$ cat src/rtl/sram_pkg.sv
// Shared definitions for the SRAM arbiter: default bus widths and FSM state encoding.
package sram_pkg;

  localparam int DEF_ADDR_W = 20;
  localparam int DEF_DATA_W = 32;

  typedef enum logic [1:0] {
    ST_IDLE  = 2'd0,
    ST_ISSUE = 2'd1,
    ST_DONE  = 2'd2
  } state_e;

endpackage

$ cat src/rtl/sram_arbiter_if.sv
// Requester-side and controller-side signal bundle of the SRAM arbiter.
`default_nettype none
interface sram_arbiter_if
  import sram_pkg::*;
#(
  parameter int ADDR_W = DEF_ADDR_W,
  parameter int DATA_W = DEF_DATA_W
);
  logic              req0, req1, we0, we1;
  logic [ADDR_W-1:0] addr0, addr1;
  logic [DATA_W-1:0] wdata0, wdata1;
  logic [DATA_W-1:0] rdata0, rdata1;
  logic              done0, done1, err0, err1;
  logic              mem_read, mem_write;
  logic [ADDR_W-1:0] mem_addr;
  logic [DATA_W-1:0] mem_wdata, mem_rdata;
  logic              mem_done;
  logic              busy, owner;

  // Arbiter side
  modport slave (
    input  req0, req1, we0, we1, addr0, addr1, wdata0, wdata1, mem_rdata, mem_done,
    output rdata0, rdata1, done0, done1, err0, err1,
           mem_read, mem_write, mem_addr, mem_wdata, busy, owner
  );

  // Requester/controller side
  modport master (
    output req0, req1, we0, we1, addr0, addr1, wdata0, wdata1, mem_rdata, mem_done,
    input  rdata0, rdata1, done0, done1, err0, err1,
           mem_read, mem_write, mem_addr, mem_wdata, busy, owner
  );
endinterface
`default_nettype wire

$ cat src/rtl/rr_arb2.sv
// Two-way round-robin pick: a lone requester wins, a tie goes to the port that did not win last.
`default_nettype none
module rr_arb2 (
  input  wire logic [1:0] req_i,
  input  wire logic       last_owner_i,
  output logic            gnt_o,
  output logic            valid_o
);
  assign valid_o = |req_i;
  assign gnt_o   = (req_i == 2'b11) ? ~last_owner_i : req_i[1];
endmodule
`default_nettype wire

$ cat src/rtl/sram_arbiter.sv
// Shares one SRAM controller strobe interface between two requesters with a per-access timeout.
`default_nettype none
module sram_arbiter
  import sram_pkg::*;
#(
  parameter int ADDR_W  = DEF_ADDR_W,
  parameter int DATA_W  = DEF_DATA_W,
  parameter int TIMEOUT = 1023
) (
  input  wire logic      clk,
  input  wire logic      rst_n,
  sram_arbiter_if.slave  bus
);
  localparam int          TW      = $clog2(TIMEOUT + 1);
  localparam logic [TW-1:0] C_TLAST = TW'(TIMEOUT - 1);

  state_e            state_q, state_d;
  logic [TW-1:0]     timer_q, timer_d;
  logic              abort_q, abort_d;
  logic              owner_q, owner_d;
  logic              last_q, last_d;
  logic              we_q, we_d;
  logic [ADDR_W-1:0] addr_q, addr_d;
  logic [DATA_W-1:0] wdata_q, wdata_d;
  logic [DATA_W-1:0] rdata0_q, rdata0_d, rdata1_q, rdata1_d;
  logic              arb_gnt, arb_valid;

  rr_arb2 u_arb (
    .req_i        ({bus.req1, bus.req0}),
    .last_owner_i (last_q),
    .gnt_o        (arb_gnt),
    .valid_o      (arb_valid)
  );

  always_ff @(posedge clk or negedge rst_n) begin
    if (!rst_n) begin
      state_q  <= ST_IDLE;
      timer_q  <= '0;
      abort_q  <= 1'b0;
      owner_q  <= 1'b0;
      last_q   <= 1'b1;
      we_q     <= 1'b0;
      addr_q   <= '0;
      wdata_q  <= '0;
      rdata0_q <= '0;
      rdata1_q <= '0;
    end else begin
      state_q  <= state_d;
      timer_q  <= timer_d;
      abort_q  <= abort_d;
      owner_q  <= owner_d;
      last_q   <= last_d;
      we_q     <= we_d;
      addr_q   <= addr_d;
      wdata_q  <= wdata_d;
      rdata0_q <= rdata0_d;
      rdata1_q <= rdata1_d;
    end
  end

  always_comb begin
    state_d  = state_q;
    timer_d  = timer_q;
    abort_d  = abort_q;
    owner_d  = owner_q;
    last_d   = last_q;
    we_d     = we_q;
    addr_d   = addr_q;
    wdata_d  = wdata_q;
    rdata0_d = rdata0_q;
    rdata1_d = rdata1_q;
    case (state_q)
      ST_IDLE: begin
        if (arb_valid) begin
          owner_d = arb_gnt;
          last_d  = arb_gnt;
          we_d    = arb_gnt ? bus.we1    : bus.we0;
          addr_d  = arb_gnt ? bus.addr1  : bus.addr0;
          wdata_d = arb_gnt ? bus.wdata1 : bus.wdata0;
          timer_d = '0;
          abort_d = 1'b0;
          state_d = ST_ISSUE;
        end
      end
      ST_ISSUE: begin
        // Completion takes precedence over a timeout on the same edge.
        if (bus.mem_done) begin
          if (!we_q) begin
            if (owner_q) rdata1_d = bus.mem_rdata;
            else         rdata0_d = bus.mem_rdata;
          end
          state_d = ST_DONE;
        end else if (timer_q == C_TLAST) begin
          abort_d = 1'b1;
          state_d = ST_DONE;
        end else if (timer_q != '1) begin
          timer_d = timer_q + 1'b1;
        end
      end
      ST_DONE: state_d = ST_IDLE;
      default: state_d = ST_IDLE;
    endcase
  end

  // Strobes and pulses decode straight from state so an async reset drops them at once.
  assign bus.mem_read  = (state_q == ST_ISSUE) && !we_q;
  assign bus.mem_write = (state_q == ST_ISSUE) &&  we_q;
  assign bus.mem_addr  = addr_q;
  assign bus.mem_wdata = wdata_q;
  assign bus.done0     = (state_q == ST_DONE) && !abort_q && !owner_q;
  assign bus.done1     = (state_q == ST_DONE) && !abort_q &&  owner_q;
  assign bus.err0      = (state_q == ST_DONE) &&  abort_q && !owner_q;
  assign bus.err1      = (state_q == ST_DONE) &&  abort_q &&  owner_q;
  assign bus.rdata0    = rdata0_q;
  assign bus.rdata1    = rdata1_q;
  assign bus.busy      = (state_q == ST_ISSUE) || (state_q == ST_DONE);
  assign bus.owner     = owner_q;
endmodule
`default_nettype wire

$ cat src/flat_wrapper.sv
// flat-port wrapper written by rule: the top's interface ports become plain ports
module sram_arbiter_flat import sram_pkg::*;
#(
  parameter int ADDR_W  = DEF_ADDR_W,
  parameter int DATA_W  = DEF_DATA_W,
  parameter int TIMEOUT = 1023
)
  (clk, rst_n, bus_req0, bus_req1, bus_we0, bus_we1, bus_addr0, bus_addr1, bus_wdata0, bus_wdata1, bus_mem_rdata, bus_mem_done, bus_rdata0, bus_rdata1, bus_done0, bus_done1, bus_err0, bus_err1, bus_mem_read, bus_mem_write, bus_mem_addr, bus_mem_wdata, bus_busy, bus_owner);
  sram_arbiter_if #(.ADDR_W(ADDR_W), .DATA_W(DATA_W)) bus_i ();
  input  wire logic clk;
  input  wire logic rst_n;
  input wire logic [$bits(bus_i.req0)-1:0] bus_req0;
  input wire logic [$bits(bus_i.req1)-1:0] bus_req1;
  input wire logic [$bits(bus_i.we0)-1:0] bus_we0;
  input wire logic [$bits(bus_i.we1)-1:0] bus_we1;
  input wire logic [$bits(bus_i.addr0)-1:0] bus_addr0;
  input wire logic [$bits(bus_i.addr1)-1:0] bus_addr1;
  input wire logic [$bits(bus_i.wdata0)-1:0] bus_wdata0;
  input wire logic [$bits(bus_i.wdata1)-1:0] bus_wdata1;
  input wire logic [$bits(bus_i.mem_rdata)-1:0] bus_mem_rdata;
  input wire logic [$bits(bus_i.mem_done)-1:0] bus_mem_done;
  output wire logic [$bits(bus_i.rdata0)-1:0] bus_rdata0;
  output wire logic [$bits(bus_i.rdata1)-1:0] bus_rdata1;
  output wire logic [$bits(bus_i.done0)-1:0] bus_done0;
  output wire logic [$bits(bus_i.done1)-1:0] bus_done1;
  output wire logic [$bits(bus_i.err0)-1:0] bus_err0;
  output wire logic [$bits(bus_i.err1)-1:0] bus_err1;
  output wire logic [$bits(bus_i.mem_read)-1:0] bus_mem_read;
  output wire logic [$bits(bus_i.mem_write)-1:0] bus_mem_write;
  output wire logic [$bits(bus_i.mem_addr)-1:0] bus_mem_addr;
  output wire logic [$bits(bus_i.mem_wdata)-1:0] bus_mem_wdata;
  output wire logic [$bits(bus_i.busy)-1:0] bus_busy;
  output wire logic [$bits(bus_i.owner)-1:0] bus_owner;
  assign bus_i.req0 = bus_req0;
  assign bus_i.req1 = bus_req1;
  assign bus_i.we0 = bus_we0;
  assign bus_i.we1 = bus_we1;
  assign bus_i.addr0 = bus_addr0;
  assign bus_i.addr1 = bus_addr1;
  assign bus_i.wdata0 = bus_wdata0;
  assign bus_i.wdata1 = bus_wdata1;
  assign bus_i.mem_rdata = bus_mem_rdata;
  assign bus_i.mem_done = bus_mem_done;
  assign bus_rdata0 = bus_i.rdata0;
  assign bus_rdata1 = bus_i.rdata1;
  assign bus_done0 = bus_i.done0;
  assign bus_done1 = bus_i.done1;
  assign bus_err0 = bus_i.err0;
  assign bus_err1 = bus_i.err1;
  assign bus_mem_read = bus_i.mem_read;
  assign bus_mem_write = bus_i.mem_write;
  assign bus_mem_addr = bus_i.mem_addr;
  assign bus_mem_wdata = bus_i.mem_wdata;
  assign bus_busy = bus_i.busy;
  assign bus_owner = bus_i.owner;
  sram_arbiter #(.ADDR_W(ADDR_W), .DATA_W(DATA_W), .TIMEOUT(TIMEOUT)) u_core (.clk(clk), .rst_n(rst_n), .bus(bus_i));
endmodule
$ cat config.mk
export PLATFORM = sky130hd
export DESIGN_NAME = sram_arbiter_flat
export DESIGN_NICKNAME = d
export VERILOG_FILES = /design/src/rtl/sram_pkg.sv /design/src/rtl/sram_arbiter_if.sv /design/src/rtl/rr_arb2.sv /design/src/rtl/sram_arbiter.sv /design/src/flat_wrapper.sv
export SDC_FILE = /design/constraint.sdc
export NUM_CORES = 1
export LEC_CHECK = 0
export BUFFER_PORTS_ARGS = -buffer_cell sky130_fd_sc_hd__clkbuf_2
export CAP_MARGIN = 20
export CORE_MARGIN = 5
export CORE_UTILIZATION = 25
export DETAILED_ROUTE_END_ITERATION = 8
export PLACE_DENSITY = 0.56
export REMOVE_ABC_BUFFERS = 1
export SYNTH_ARGS = -nofsm -noshare
export SYNTH_HDL_FRONTEND = slang
export SYNTH_SLANG_ARGS = --single-unit
$ cat constraint.sdc
create_clock -name clk -period 2.29 [get_ports clk]
set_input_delay 0.229 -clock clk [delete_from_list [all_inputs] [get_ports clk]]
set_output_delay 0.229 -clock clk [all_outputs]
set_load 0.02 [all_outputs]
Yosys cells after proc, flatten, opt, wreduce, memory -nomap -nowiden
Cells that the tools add are included.
{"block": "totals", "out_inout_bits": 124, "inputBits": 143, "word_cells": 63, "register_bits": 132}
{"block": "classes", "addsub": 1, "n_reduce_logical": 21, "n_eq_ne": 11, "mux": 17, "bitwise": 3}
{"operator": "$mux 10", "count": 4}
{"operator": "$mux 32", "count": 1}
{"operator": "$mux 20", "count": 1}
{"operator": "$pmux 10 s2", "count": 1}
{"operator": "$reduce_and 4->1", "count": 3}
{"operator": "$add 10x1->10 const B", "count": 1}
{"operator": "$eq 10x10->1 const B", "count": 1}
{"operator": "$ne 10x10->1 const B", "count": 1}
{"operator": "$logic_and 1x1->1", "count": 8}
{"operator": "$mux 2", "count": 3}
{"operator": "$ne 2x1->1 const B", "count": 3}
{"operator": "$mux 1", "count": 5}
{"operator": "$reduce_and 5->1", "count": 1}
{"operator": "$eq 2x2->1 const B", "count": 2}
{"operator": "$ne 2x2->1 const B", "count": 2}
{"operator": "$pmux 2 s2", "count": 1}
{"operator": "$reduce_and 2->1", "count": 2}
{"operator": "$logic_not 1->1", "count": 3}
{"operator": "$ne 3x2->1 const B", "count": 1}
{"operator": "$not 1->1", "count": 3}
{"operator": "$eq 2x1->1 const B", "count": 1}
{"operator": "$logic_not 2->1", "count": 1}
{"operator": "$pmux 1 s2", "count": 1}
{"operator": "$reduce_bool 2->1", "count": 1}
{"operator": "other kinds (2)", "count": 2}

Logic depth before layout (Yosys ltp)
{"block": "logic_depth", "ltp_word": 5, "mapped_depth": 8, "mapped_depth_nobuf": 6}

Hierarchy
Synthesis repeated with hierarchy kept, for this count alone.
{"block": "unflattened", "hier_cells": 472, "area_unflattened_um2": 5725.5}
{"mod": "sram_arbiter", "n_inst": 1, "seq_area_each_um2": 3304.4, "cells_per_inst": 470, "area_each_um2": 5711.7}
{"mod": "rr_arb2", "n_inst": 1, "seq_area_each_um2": 0.0, "cells_per_inst": 2, "area_each_um2": 13.8}

Worst setup path before layout
OpenSTA, ideal clock, no wires.
{"block": "synth_path", "path_type": "reg2reg", "from": "reg u_core.state_q[1]", "to": "reg u_core.rdata0_q[0] (netlist: u_core.bus.rdata0[0])", "slack_ns": 0.394, "setup_ns": 0.127, "path_stages_with_launch": 9, "required_ns": 2.163, "arrival_time_ns": 1.768, "path_buffers": 2, "synth_period_minus_slack_ns": 1.896, "cell_sequence": "dfrtp_1 -> inv_1 -> ha_1 -> buf_4 -> and2b_1 -> nand2_1 -> nor2_4 -> buf_6 -> mux2_1"}
{"block": "synth_via", "elab_chain_len": 2}
{"element": "start, declared", "line_no": "sram_arbiter.sv:17", "rtl": "state_e state_q, state_d;"}
{"element": "start signal, assigned", "line_no": "sram_arbiter.sv:48", "rtl": "state_q <= state_d;"}
{"element": "$eq 2x1->1", "line_no": "sram_arbiter.sv:72", "rtl": "case (state_q)"}
{"element": "$reduce_and 4->1 (no line)"}
{"element": "end signal, assigned", "line_no": "sram_arbiter.sv:56", "rtl": "rdata0_q <= rdata0_d;"}
{"element": "end, declared", "line_no": "sram_arbiter.sv:25", "rtl": "logic [DATA_W-1:0] rdata0_q, rdata0_d, rdata1_q, rdata1_d;"}
Every way passes these cells.
A chain may end at the register's enable or synchronous reset.

Worst setup path in the final report
{"block": "layout_path", "from": "reg u_core.state_q[0]", "to": "reg u_core.timer_q[6]"}
{"block": "layout_via", "elab_chain_len": 3, "word_cells_on_any_way": 9, "cone_classes": "eq/ne: 5; mux: 1; reduce/logical: 3"}
{"element": "$eq 2x1->1 / $logic_not 2->1 (equally long branches)", "line_no": "sram_arbiter.sv:72"}
{"element": "$ne 2x2->1 (no line) (tied with other cells)"}
{"element": "$reduce_and 5->1 (no line)"}
{"element": "end signal, assigned", "line_no": "sram_arbiter.sv:49", "rtl": "timer_q <= timer_d;"}
{"element": "end, declared", "line_no": "sram_arbiter.sv:18", "rtl": "logic [TW-1:0] timer_q, timer_d;"}
Parallel ways exist; a longest one is shown, timed or not.

==> key figures <==
Run status
  – Status: completed

Clock tree
  – TritonCTS clock tree: done
  – Clock sinks: 132
  – CTS root buf: clkbuf_16
  – Max clock buf depth: 2
  – Clock Pin Slew Worst Setup and Hold Paths: 0.06 ns
  – Clock Latency Late Sink: 0.41 ns
  – CTS buffer count: 17
  – Resize count post-CTS: 0
  – H-tree depth: 4
  – CTS hold repair buffers: 1
  – Setup Fix Bufs, Post-CTS: 0

STA
  – Clock Skew: 0.009157 ns
  – Period utilization: 85.94%
  – Hold Vio Cnt, Final: 0
  – Max frequency: 508.1 MHz
  – Fin worst setup slack: 0.3220 ns
  – Worst-margin pin slew: 0.9365 ns
  – Min cycle time layout: 1.968 ns
  – # setup viols final: 0
  – Max_slew headroom: 37.33%
  – Slew Limit Fails: 0
  – RSZ-0062 raised after global routing: no

Critical path
  – Worst path required time: 2.58 ns
  – Critical R2R Launch: u_core.state_q[0]$_DFFE_PN0P_
  – Reg-to-reg endpoint: u_core.timer_q[6]$_DFFE_PN0P_
  – Critical Path Start: u_core.state_q[0]$_DFFE_PN0P_
  – Critical Path Sink Type: flip-flop
  – Critical path arrival: 2.26 ns
  – Crit path to: u_core.timer_q[6]$_DFFE_PN0P_
  – WS Path Type: reg -> reg
  – Startpoint types: flip-flop
  – Crit Path Max Fanout: 9
  – R2R setup slack: 0.32 ns
  – R2R depth: 6

Yosys
  – Post-synthesis sequential area ratio: 56.30%
  – Largest cells by area after synthesis: dfrtp_1, mux2_1, mux2i_1, o21ai_1, nand2_1
  – Post-synth ARST share: 100.0%
  – Post-synth cell types: 49
  – Post-synth EDFFs: 0
  – Leading area contributor after synthesis: dfrtp_1
  – Cell count after synthesis: 477
  – Avg Inst Size Synth: 12.30 sq um
  – Post-synth top area share: 55.85%
  – Synth warn: 0
  – Syn Std Cell Area: 5869 sq um
  – Synth Register Bits: 132
  – Most common flop cell mapped by yosys: dfrtp_1

Routing
  – Final ANT Viol Nets: 0
  – Routed wire length per instance: 14.27 um
  – Iter 0 DRT Violations: 194
  – # DRC: 0
  – Pre-Repair DR Iteration Count: 4
  – Vias: 4505
  – DR vias/cell: 4.179
  – WL final: 15.38 mm

Place
  – Port bufs: 266
  – GPL Wtd Cong: 0.7980
  – DP HPWL: 11.86 mm
  – Post-DP Area: 7574 sq um
  – Setup WS pre-CTS: 0.3189 ns

Floorplanning
  – Num ports: 267
  – Row count: 56
  – Chip Height: 163.2 um
  – Die width: 163.2 um
  – CORE AREA: 23260 sq um
  – Full die area: 26640 sq um
  – Initial Util: 25.23%

Flow run
  – Max Cap Viol: 0

Power
  – Lkg Pwr: 0.004092 uW
  – Worst VDD drop: 410.5 uV
  – Power per cell area: 1453 nW/um^2

Hold path
  – Hold crit path type: in -> reg

Global route
  – Antenna violations before repair: 0
  – First-pass GRT wire length: 25.09 mm
  – GRT met1 Usage: 14.96%
  – GRT met3 Usage: 4.239%
  – Largest net degree at the start of global routing: 58
  – Met2 global-route usage: 19.17%
  – GRT Resource Usage Total: 11.83%
  – Layer with the highest usage: met2
  – Grt total ovfl: 0
  – Number of global-route vias before repair: 4818

Cells and area
  – Share of layout cells above drive strength 1: 42.69%
  – Final-stage net count: 894
  – Final design instance area without fill: 8208 sq um
  – ANT cells: 0
  – Fillcell total: 2388
  – Util after Layout: 35.28%
  – Area Overhead vs Synth: 39.84%
-- how the worst min path moves through the flow --
stage / start / to / slack [ns] / cells past startpoint
2_1_floorplan: rst_n / u_core.abort_q$_DFFE_PN0P_ / -0.07 / 0
3_3_place_gp: rst_n / u_core.timer_q[0]$_DFFE_PN0P_ / 0.22 / 1
3_5_place_dp: rst_n / u_core.timer_q[0]$_DFFE_PN0P_ / 0.22 / 1
4_1_cts: bus_mem_rdata[5] / u_core.bus.rdata0[5]$_DFFE_PN0P_ / 0.02 / 2
5_1_grt: bus_mem_rdata[16] / u_core.bus.rdata0[16]$_DFFE_PN0P_ / 0.03 / 2
6_report: bus_mem_rdata[5] / u_core.bus.rdata0[5]$_DFFE_PN0P_ / 0.05 / 2
-- stage by stage --
step / instances / power (uW) / TNS [ns] / hold slack [ns]
CTS: 1078 / 12180 / 0 / 0.02056
detailed placement: 1045 / 9193 / 0 / 0.2220
floorplan: 449 / 7195 / -136.09 / -0.06659
global placement: 1045 / 9107 / 0 / 0.2199
finish: 1078 / 11930 / 0 / 0.04778
global route: 1078 / 12790 / 0 / 0.02850
-- layout by cell type, fill, tap and decap left out, types with 3 or more instances in the layout --
cell type     n
clkbuf_16    17
inv_1         4
dfrtp_1     131
clkinvlp_4    3
nor3_1        3
o21ai_1      51
nand3_1       5
inv_6         3
bufinv_16     4
mux2i_1      53
a22o_1        4
clkbuf_1      3
a211o_1       3
buf_12        5
a21oi_1       3
nand2b_1      4
nor2_1        9
buf_4         6
nand2_1      67
clkbuf_2    265
mux2_1       62
o21ai_0       9
ha_1          5
-- report_power, final --
group	switching [uW]	internal [uW]
clock	1040	1860
sequential	630	3440
combinational	3130	1830
-- worst max-delay path, stage by stage (launching register included) --
cell	delay, ns
dfrtp_1	0.37
inv_1	0.07
ha_1	0.30
nor3b_4	0.21
a211oi_2	0.26
nand2b_1	0.28
a211o_1	0.36
-- final cells by class --
class                   instances  area [sq um]  share of cell area [%]
clock buffers                  21         450.4                   5.488
repair buffers                278          1493                   18.19
well taps                     319         399.1                   4.863
inverters                       5         18.77                  0.2287
flip-flops and latches        132          3304                   40.26
clock inverters                11         173.9                   2.119
multi-input cells             312          2369                   28.86
-- kinds of logic (layout without fill, tap and decap cells) --
group,Yosys count,after routing,synth area share (%)
AOI/OAI and AO/OA,83,83,8.399
adders and majority gates,5,5,1.066
DFF,132,132,56.30
muxes,118,118,21.57
and+or+nand+nor,106,106,8.996
buffers and inverters,33,315,3.666
-- synth_stat cells (2+ instances only) --
master / number
buf_4: 3
dfrtp_1: 131
nor4b_2: 2
clkbuf_1: 11
or3_1: 2
ha_1: 5
a211o_1: 3
or2_2: 2
nor3_1: 3
buf_2: 4
mux2i_1: 53
mux2_2: 2
nand2_1: 67
o31ai_1: 2
inv_1: 4
mux2_1: 62
o21ai_1: 51
o21ai_0: 9
nand3_1: 5
a21oi_1: 3
buf_6: 10
nor2_1: 9
nand2b_1: 4
a22o_1: 4
o211ai_1: 2
-- sequential cells by signal, summed over array words and instances, names as in the netlist --
signal,count
u_core.state_q,2
u_core.bus.rdata0,32
u_core.last_q,1
u_core.timer_q,10
u_core.bus.owner,1
u_core.we_q,1
u_core.abort_q,1
u_core.bus.rdata1,32
u_core.bus.mem_addr,20
u_core.bus.mem_wdata,32
-- per-layer routing --
metal  part of all wire (%)  wire length [um]
met4                    1.1               163
met3                    9.4              1438
met2                     46              7109
met1                     43              6668
met5                      0                 0
(Power assumes the default switching activity.)
